==> config.mk <==
export PLATFORM = sky130hd
export DESIGN_NAME = cfg_int_mul_pipe_flat
export DESIGN_NICKNAME = d
export VERILOG_FILES = /design/src/rtl/cfg_int_mul_pipe_if.sv /design/src/rtl/cfg_int_mul_pipe.sv /design/src/flat_wrapper.sv
export SDC_FILE = /design/constraint.sdc
export NUM_CORES = 1
export LEC_CHECK = 0
export CORE_ASPECT_RATIO = 1.4
export CORE_MARGIN = 5
export CORE_UTILIZATION = 50
export CTS_BUF_LIST = sky130_fd_sc_hd__clkbuf_16
export CTS_CLUSTER_SIZE = 12
export DETAILED_ROUTE_END_ITERATION = 8
export DONT_BUFFER_PORTS = 1
export HOLD_SLACK_MARGIN = 0.02
export PLACE_DENSITY = 0.66
export SLEW_MARGIN = 20
export SYNTH_ARGS = -nofsm -noshare
export SYNTH_HDL_FRONTEND = slang
export SYNTH_SLANG_ARGS = --single-unit
==> constraint.sdc <==
create_clock -name clk -period 6.9 [get_ports clk]
set_clock_uncertainty 0.1 [all_clocks]
set_input_delay 1.38 -clock clk [delete_from_list [all_inputs] [get_ports clk]]
set_output_delay 1.38 -clock clk [all_outputs]
set_load 0.02 [all_outputs]
==> src/rtl/cfg_int_mul_pipe_if.sv <==
// Stream interface of cfg_int_mul_pipe: input beat (operands, precision, mode)
// plus result beat, each with its own valid/ready handshake.
interface cfg_int_mul_pipe_if #(
  parameter int DATA_PATH_BITWIDTH = 16,
  parameter int ACC_BITWIDTH       = 40
);
  localparam int OPW = $clog2(DATA_PATH_BITWIDTH + 1);

  logic                          in_valid;
  logic                          in_ready;
  logic [DATA_PATH_BITWIDTH-1:0] a;
  logic [DATA_PATH_BITWIDTH-1:0] b;
  logic [OPW-1:0]                op_bits;
  logic                          mode;
  logic                          acc_clr;
  logic                          out_valid;
  logic                          out_ready;
  logic [ACC_BITWIDTH-1:0]       c;
  logic                          overflow;

  modport master (
    output in_valid, a, b, op_bits, mode, acc_clr, out_ready,
    input  in_ready, out_valid, c, overflow
  );

  modport slave (
    input  in_valid, a, b, op_bits, mode, acc_clr, out_ready,
    output in_ready, out_valid, c, overflow
  );
endinterface

==> src/rtl/cfg_int_mul_pipe.sv <==
// Three-stage unsigned multiplier / MAC with runtime MSB-aligned operand
// truncation and a globally stalled valid/ready pipeline.
module cfg_int_mul_pipe #(
  parameter int DATA_PATH_BITWIDTH = 16,
  parameter int MIN_OP_BITWIDTH    = 4,
  parameter int ACC_BITWIDTH       = 40
) (
  input logic                clk,
  input logic                rst,
  cfg_int_mul_pipe_if.slave  bus
);
  localparam int DW  = DATA_PATH_BITWIDTH;
  localparam int AW  = ACC_BITWIDTH;
  localparam int PW  = 2 * DATA_PATH_BITWIDTH;
  localparam int OPW = $clog2(DATA_PATH_BITWIDTH + 1);

  generate
    if (ACC_BITWIDTH < 2 * DATA_PATH_BITWIDTH) begin : g_acc_width_chk
      $error("ACC_BITWIDTH must be >= 2*DATA_PATH_BITWIDTH");
    end
  endgenerate

  logic          w_stall;
  logic          w_adv;
  logic [OPW-1:0] w_eff;
  logic [OPW-1:0] w_shamt;
  logic [DW-1:0]  w_mask;

  logic          r_s1_valid;
  logic [DW-1:0] r_s1_a;
  logic [DW-1:0] r_s1_b;
  logic          r_s1_mode;
  logic          r_s1_clr;

  logic          r_s2_valid;
  logic [PW-1:0] r_s2_prod;
  logic          r_s2_mode;
  logic          r_s2_clr;

  logic          r_out_valid;
  logic [AW-1:0] r_c;
  logic [AW-1:0] r_acc;
  logic          r_ovf;

  logic [AW-1:0] w_base;
  logic [AW:0]   w_sum;
  logic [AW-1:0] w_prod_ext;

  // Global enable: a held result freezes every stage, bubbles included.
  always_comb begin
    w_stall = r_out_valid & ~bus.out_ready;
    w_adv   = ~w_stall;
  end

  assign bus.in_ready  = ~rst & ~w_stall;
  assign bus.out_valid = r_out_valid;
  assign bus.c         = r_c;
  assign bus.overflow  = r_ovf;

  // Clamp requested precision into [MIN_OP_BITWIDTH, DW] and build the keep-mask.
  always_comb begin
    if (bus.op_bits < OPW'(MIN_OP_BITWIDTH)) begin
      w_eff = OPW'(MIN_OP_BITWIDTH);
    end else if (bus.op_bits > OPW'(DW)) begin
      w_eff = OPW'(DW);
    end else begin
      w_eff = bus.op_bits;
    end
    w_shamt = OPW'(DW) - w_eff;
    w_mask  = {DW{1'b1}} << w_shamt;
  end

  // Stage 1: truncated operands and beat controls.
  always_ff @(posedge clk) begin
    if (rst) begin
      r_s1_valid <= 1'b0;
      r_s1_a     <= {DW{1'b0}};
      r_s1_b     <= {DW{1'b0}};
      r_s1_mode  <= 1'b0;
      r_s1_clr   <= 1'b0;
    end else if (w_adv) begin
      r_s1_valid <= bus.in_valid;
      r_s1_a     <= bus.a & w_mask;
      r_s1_b     <= bus.b & w_mask;
      r_s1_mode  <= bus.mode;
      r_s1_clr   <= bus.acc_clr;
    end
  end

  // Stage 2: full-width product.
  always_ff @(posedge clk) begin
    if (rst) begin
      r_s2_valid <= 1'b0;
      r_s2_prod  <= {PW{1'b0}};
      r_s2_mode  <= 1'b0;
      r_s2_clr   <= 1'b0;
    end else if (w_adv) begin
      r_s2_valid <= r_s1_valid;
      r_s2_prod  <= PW'(r_s1_a) * PW'(r_s1_b);
      r_s2_mode  <= r_s1_mode;
      r_s2_clr   <= r_s1_clr;
    end
  end

  // Accumulate path; the extra top bit of the sum is the carry-out.
  always_comb begin
    if (r_s2_clr) begin
      w_base = {AW{1'b0}};
    end else begin
      w_base = r_acc;
    end
    w_prod_ext = AW'(r_s2_prod);
    w_sum      = {1'b0, w_base} + {1'b0, w_prod_ext};
  end

  // Stage 3: result register, accumulator and sticky overflow.
  always_ff @(posedge clk) begin
    if (rst) begin
      r_out_valid <= 1'b0;
      r_c         <= {AW{1'b0}};
      r_acc       <= {AW{1'b0}};
      r_ovf       <= 1'b0;
    end else if (w_adv) begin
      r_out_valid <= r_s2_valid;
      if (r_s2_valid) begin
        if (r_s2_mode) begin
          r_c   <= w_sum[AW-1:0];
          r_acc <= w_sum[AW-1:0];
          r_ovf <= r_s2_clr ? w_sum[AW] : (r_ovf | w_sum[AW]);
        end else begin
          r_c <= w_prod_ext;
        end
      end
    end
  end
endmodule

==> src/flat_wrapper.sv <==
// flat-port wrapper written by rule: the top's interface ports become plain ports
module cfg_int_mul_pipe_flat 
#(
  parameter int DATA_PATH_BITWIDTH = 16,
  parameter int MIN_OP_BITWIDTH    = 4,
  parameter int ACC_BITWIDTH       = 40
)
  (clk, rst, bus_in_valid, bus_a, bus_b, bus_op_bits, bus_mode, bus_acc_clr, bus_out_ready, bus_in_ready, bus_out_valid, bus_c, bus_overflow);
  cfg_int_mul_pipe_if #(.DATA_PATH_BITWIDTH(DATA_PATH_BITWIDTH), .ACC_BITWIDTH(ACC_BITWIDTH)) bus_i ();
  input logic clk;
  input logic rst;
  input wire logic [$bits(bus_i.in_valid)-1:0] bus_in_valid;
  input wire logic [$bits(bus_i.a)-1:0] bus_a;
  input wire logic [$bits(bus_i.b)-1:0] bus_b;
  input wire logic [$bits(bus_i.op_bits)-1:0] bus_op_bits;
  input wire logic [$bits(bus_i.mode)-1:0] bus_mode;
  input wire logic [$bits(bus_i.acc_clr)-1:0] bus_acc_clr;
  input wire logic [$bits(bus_i.out_ready)-1:0] bus_out_ready;
  output wire logic [$bits(bus_i.in_ready)-1:0] bus_in_ready;
  output wire logic [$bits(bus_i.out_valid)-1:0] bus_out_valid;
  output wire logic [$bits(bus_i.c)-1:0] bus_c;
  output wire logic [$bits(bus_i.overflow)-1:0] bus_overflow;
  assign bus_i.in_valid = bus_in_valid;
  assign bus_i.a = bus_a;
  assign bus_i.b = bus_b;
  assign bus_i.op_bits = bus_op_bits;
  assign bus_i.mode = bus_mode;
  assign bus_i.acc_clr = bus_acc_clr;
  assign bus_i.out_ready = bus_out_ready;
  assign bus_in_ready = bus_i.in_ready;
  assign bus_out_valid = bus_i.out_valid;
  assign bus_c = bus_i.c;
  assign bus_overflow = bus_i.overflow;
  cfg_int_mul_pipe #(.DATA_PATH_BITWIDTH(DATA_PATH_BITWIDTH), .MIN_OP_BITWIDTH(MIN_OP_BITWIDTH), .ACC_BITWIDTH(ACC_BITWIDTH)) u_core (.clk(clk), .rst(rst), .bus(bus_i));
endmodule
==> results of run 1 <==
## per-layer routing
metal / track usage, % / wire length [um]
met2: 40.4 / 20500
met3: 4.77 / 1970
met1: 28.6 / 17300
met5: 0 / 0
met4: 8.22 / 1330
## path summary, 6_finish.rpt
| kind | cells after the start | from | to | slack [ns] |
|---|---|---|---|---|
| min reg2reg | 2 | u_core.r_acc[30] | u_core.r_acc[30] | 0.33 |
| max reg2reg | 20 | u_core.r_s1_a[9] | u_core.r_s2_prod[29] | 0.36 |
| max | 20 | u_core.r_s1_a[9] | u_core.r_s2_prod[29] | 0.36 |
| min | 2 | u_core.r_acc[30] | u_core.r_acc[30] | 0.33 |
## cells in the mapped netlist, types with 32 or more instances
library cell  instances  area share [%]
dfxtp_1             152              19
nor2b_1              48             1.8
clkbuf_1             86             2.0
inv_1               231             5.3
nand2_1             328             7.6
and2_1              111             4.3
fa_1                195              24
ha_1                140              11
a21oi_1             143             4.4
nand3_1              32            0.99
nor2_1               95             2.2
xnor2_1              38             2.0
## cell families (layout without fill, tap and decap cells)
family	Yosys count	after routing	share of synthesized area (%)
adders and majority gates	335	335	34.8
xor gates and xnor gates	54	54	2.91
muxes	24	24	1.48
and+or+nand+nor	695	695	20.4
AOI/OAI and AO/OA	351	351	14.1
buffers and inverters	326	293	7.55
DFF	152	152	18.7
## worst reg2reg max path: stages, from the launching register on
cell       delay, ns
dfxtp_1         0.77
nand2_1         0.16
fa_1            0.53
fa_1            0.49
fa_1            0.55
inv_1           0.05
fa_1            0.50
fa_1            0.49
inv_1           0.05
fa_1            0.47
inv_1           0.04
ha_1            0.33
and4_1          0.23
o21a_1          0.15
a2111oi_4       0.47
o21bai_1        0.21
a21oi_2         0.20
o21ai_1         0.14
a31oi_1         0.24
mux2i_1         0.20
nand2_1         0.06
## cell usage in the layout, fill, tap and decap left out, drive strengths merged, types with 12 or more instances in the layout
cell type,n
dfxtp,152
inv,238
a21oi,148
fa,195
and3,12
nand3,33
nand2,328
xnor2,38
xor2,16
nor2,95
ha,140
clkbuf,17
a21o,27
nor3b,14
mux2i,24
buf,30
nor2b,48
and2,112
a22oi,21
o21ai,49
a211oi,26
## through the flow
step / util (%) / total power (W) / setup WS (ns) / cells
2_1_floorplan: - / 0.00141 / 0.920 / 1937
3_3_place_gp: 51.6 / 0.00154 / 0.526 / 2312
3_5_place_dp: 51.6 / 0.00155 / 0.388 / 2312
4_1_cts: 53.4 / 0.00248 / 0.368 / 2344
5_1_grt: 53.4 / 0.00260 / 0.0317 / 2344
6_report: 53.4 / 0.00246 / 0.358 / 2344
## state kept, by name (all words and copies together) (netlist names)
signal                flops
u_core.bus.c             40
u_core.r_acc             40
u_core.r_s2_prod         32
u_core.r_s1_a            16
u_core.r_s1_b            16
u_core.bus.out_valid      1
u_core.bus.overflow       1
u_core.r_s1_clr           1
u_core.r_s1_mode          1
u_core.r_s1_valid         1
u_core.r_s2_clr           1
u_core.r_s2_mode          1
u_core.r_s2_valid         1
## layout make-up
cell class              count  area (um^2)
clock buffers              17          425
flip-flops and latches    152         3040
clock inverters            15          141
repair buffers             30          225
well taps                 440          551
fillers                  3048        15100
multi-input cells        1459        12000
inverters                 231          867
## power groups by stage
stage               Clock (W)  Sequential, W  Combinational [W]
CTS                  0.000948       0.000994           0.000536
global route         0.000988        0.00100           0.000608
global placement            0        0.00101           0.000524
floorplan                   0       0.000975           0.000433
detailed placement          0        0.00101           0.000535
finish               0.000929       0.000996           0.000532
==> metrics, run 1 <==
largest net degree at the start of global routing=133; Worst Path Arrival=6.78 ns; power density cells=143 nW/um^2; worst-margin pin slew=0.986 ns; syn_nets=about 2300; max-cap violations=0; CP required=7.14 ns; Post-synth EDFFs=0; Post-synth ARST share=0%; cell family with most CP delay=adder cells; first-pass GRT wire length=68200 um; Psw=around 0.00082 W; GRT Total Usage=23.3%; Max clock buf depth=2; Vias=12900; post-synthesis cell area=16200 um^2; cell row count=78; CTS tree=built; initial antenna violation count=0; drt total wl=41000 um; CP cell instances=nand2_1, fa_1, fa_1, fa_1, inv_1, fa_1, fa_1, inv_1, fa_1, inv_1, ha_1, and4_1, o21a_1, a2111oi_4, o21bai_1, a21oi_2, o21ai_1, a31oi_1, mux2i_1, nand2_1; crit share post-route=94.8%; Resize count post-CTS=0; yosys warns=0; # port buffers=0; Leakage Power=7.92 nW; placed cell areas=about 17000 um^2; share of cells above drive strength 1=4.62%; worst stage delay on the critical path=0.77 ns; vias in the first global route=13400; router iterations before antenna repair=4; worst path bufs/invs=3; Syn-to-layout area delta=6.12%; total gr overflow=0; Internal=approximately 0.0016 W; Hold Slack=0.335 ns; cell area after layout=approximately 17000 um^2; Synth Instances=a little under 2000; IO Pins=86; via-per-instance ratio=5.49; VDD IR max=0.135 mV; Max Transition Viols Final=0; root buffer cell=clkbuf_16; RSZ-0062 raised after global routing=no; Placer Congestion=0.906; # clock sinks=152; diode count=0; startpoint types=register; Crit-path slowest cell=dfxtp_1; die width=roughly 160 um; outcome=completed; register share of total power=between 40 and 50%; Detailed Place HPWL=32600 um; die area=36200 um^2; Comb power frac=21.6%; clock slew at reported path FFs=0.06 ns; Seq cells post-synth=152; worst-path fanout max=17; Inserted Clock Buffers=17; H-tree Lvls=4; number of setup buffers added after CTS=0; Routed Antenna Nets=0; Core ar.=32300 um^2; routed len/inst=between 15 and 20 um; initial core utilization=50.3%; Synth Area per Inst=8.39 um^2; Post-synth top flop=dfxtp_1; sequential share of the synthesized area=between 10% and 20%; DRC=0; Clk pwr share=around 38%; sw frac=33.3%; Max Clock Freq=153 MHz; Skew-Pair Late Insertion Delay=around 0.45 ns; count of cell types in the netlist=76; critical path class=reg -> reg; Starting DRT DRC Count=858; Max transition margin=between 30% and 40%; worst hold path class=reg -> reg; final setup violation count=0; most used cell, CP=fa_1; Tmin final=between 6 and 7 ns; CTS Hold Bufs=0; final hold vios=0; fin nets=2269; setup_tns=0 ns; CP Capture Type=register; chip height=223 um
Power figures use the tool's default switching activity.
==> run 2: changes to the inputs <==
- CAP_MARGIN: unset -> 20
- DONT_BUFFER_PORTS: 1 -> unset
- PLACE_DENSITY: 0.66 -> 0.69
==> metrics, run 2 (synthesis results as in run 1) <==
Max Transition Viols Final=0 (unchanged); startpoint types=register; diode count=0 (unchanged); power density cells=137 nW/um^2 (-3.8%); flop-to-flop setup slack=0.33 ns (-0.02 ns); VDD IR max=0.128 mV (-5.4%); worst-margin pin slew=0.976 ns (-0.0104 ns); initial antenna violation count=1 (+1); placed cell count=2396 (+3.6%); Skew-Pair Late Insertion Delay=0.45 ns (about the same); router iterations before antenna repair=5 (+1); setup_tns=0 ns (unchanged); FF-to-FF End=u_core.r_s2_prod[29]; # port buffers=85 (+85); Layout Cells excl Fill=2428 (+3.6%); Resize count post-CTS=0 (unchanged); commonest non-fill, non-tap cell in the layout=nand2_1; Crit-path slowest cell=dfxtp_1; share of cells above drive strength 1=4.53% (-0.095 points); Inserted Clock Buffers=17 (unchanged); die area=36200 um^2 (unchanged); chip height=223 um (unchanged); worst-path fanout max=17 (unchanged); most frequent cells in the layout=nand2_1, inv_1, fa_1; Max transition margin=34.7% (+0.70 points); Core ar.=32300 um^2 (unchanged); routed len/inst=17.2 um (-1.6%); CTS tree=built; worst hold path class=reg -> reg; number of setup buffers added after CTS=0 (unchanged); fin nets=2353 (+3.7%); DRC=0 (unchanged); worst stage delay on the critical path=0.81 ns (+0.04 ns); max-cap violations=0 (unchanged); Routed Antenna Nets=0 (unchanged); crit share post-route=95.1% (+0.34 points); critical path class=reg -> reg; Detailed Place HPWL=32900 um (+0.77%); drt total wl=41800 um (+1.9%); H-tree Lvls=4 (unchanged); final hold vios=0 (unchanged); worst r2r src=u_core.r_s1_b[1]; Vias=13400 (+3.8%); GRT Total Usage=23.5% (+0.26 points); Final WS setup=0.335 ns (-0.0231 ns); CP cell instances=nand2_1, fa_1, fa_1, fa_1, inv_1, fa_1, fa_1, inv_1, fa_1, inv_1, ha_1, and4_1, o21a_1, a2111oi_4, o21bai_1, a21oi_2, o21ai_1, a31oi_1, mux2i_1, nand2_1; CP Capture Type=register; Max Clock Freq=152 MHz (-0.35%); final setup violation count=0 (unchanged); clock slew at reported path FFs=0.07 ns (about the same); initial core utilization=50.3% (unchanged); most used cell, CP=fa_1; die width=162 um (unchanged); largest net degree at the start of global routing=72 (-46%); Placer Congestion=0.918 (+1.3%); # clock sinks=152 (unchanged); first-pass GRT wire length=69000 um (+1.2%); cell row count=78 (unchanged); Critical Path End=u_core.r_s2_prod[29]; DP Worst Slack=0.349 ns (-0.0386 ns); outcome=completed; CP startpoint=u_core.r_s1_b[1]; CP required=7.14 ns (about the same); reg2reg path depth=20 (unchanged); total gr overflow=0 (unchanged); root buffer cell=clkbuf_16; Worst Path Arrival=6.81 ns (+0.03 ns); Leakage Power=8.21 nW (+3.6%); Max clock buf depth=2 (unchanged); Syn-to-layout area delta=11.2%; Tmin final=6.57 ns (+0.0231 ns); IO Pins=86 (unchanged); Starting DRT DRC Count=819 (-4.5%); RSZ-0062 raised after global routing=no; via-per-instance ratio=5.51 (+0.24%); vias in the first global route=13700 (+2.6%); CTS Hold Bufs=0 (unchanged)
run 2: cell count changes in the layout (fill, tap and decap cells not counted):
cell / before / now
bufinv_16: 1 / 0
clkdlybuf4s50_1: 0 / 84
clkinv_1: 2 / 1
clkinv_2: 2 / 3
clkinv_4: 2 / 3
clkinvlp_4: 1 / 3
inv_6: 4 / 3
inv_8: 3 / 2
nor2_1: 95 / 94
nor2_2: 0 / 1
run 2: where the power goes:
group	switching [W]	internal (W)	total [W]
logic	0.000344	0.000249	0.000593
registers	0.0000688	0.000919	0.000988
clock network	0.000431	0.000465	0.000896
total	0.000844	0.00163	0.00248
run 2: final cells by class:
class / count / area [um^2]
Fill cell: 3013 / 14200
Clock inverter: 15 / 116
Multi-Input combinational cell: 1459 / 12000
Sequential cell: 152 / 3040
Tap cell: 440 / 551
Inverter: 231 / 867
Clock buffer: 17 / 425
Timing Repair Buffer: 114 / 1070
run 2: worst min-delay path by stage:
| stage | cells after the start | slack (ns) | end | startpoint |
|---|---|---|---|---|
| after floorplan | 2 | 0.31 | u_core.r_acc[30] | u_core.r_acc[30] |
| after detailed placement | 2 | 0.33 | u_core.r_acc[30] | u_core.r_acc[30] |
| final | 2 | 0.34 | u_core.r_acc[26] | u_core.r_acc[26] |
| after CTS | 2 | 0.34 | u_core.r_acc[30] | u_core.r_acc[30] |
| after global placement | 2 | 0.32 | u_core.r_acc[30] | u_core.r_acc[30] |
| after global routing | 2 | 0.35 | u_core.r_acc[26] | u_core.r_acc[26] |
run 2: stage by stage:
step,hold WS (ns),power [W],instance area (um^2),util (%)
4_1_cts,0.338,0.00249,18100,55.9
3_5_place_dp,0.328,0.00160,17500,54.2
2_1_floorplan,0.308,0.00141,16200,-
5_1_grt,0.353,0.00261,18100,55.9
6_report,0.337,0.00248,18100,55.9
3_3_place_gp,0.319,0.00158,17500,54.2
run 2: worst max-delay path: cells and delay by family (launching register included):
family | cells | cell delay [ns]
AO/OA/AOI/OAI | 6 | 1.37
adder cells (fa/ha/maj) | 7 | 3.33
flip-flops | 1 | 0.81
AND/OR/NAND/NOR | 3 | 0.48
buffers and inverters | 3 | 0.14
multiplexers | 1 | 0.22
run 2: per-layer routing:
metal | global-route usage (%) | vias up | routed length [um]
li1 | - | 6385 | -
met1 | 29.1 | 6500 | 17200
met2 | 41.4 | 402 | 21100
met3 | 3.84 | 83 | 2310
met4 | 8.11 | 2 | 1250
met5 | 0 | - | 16
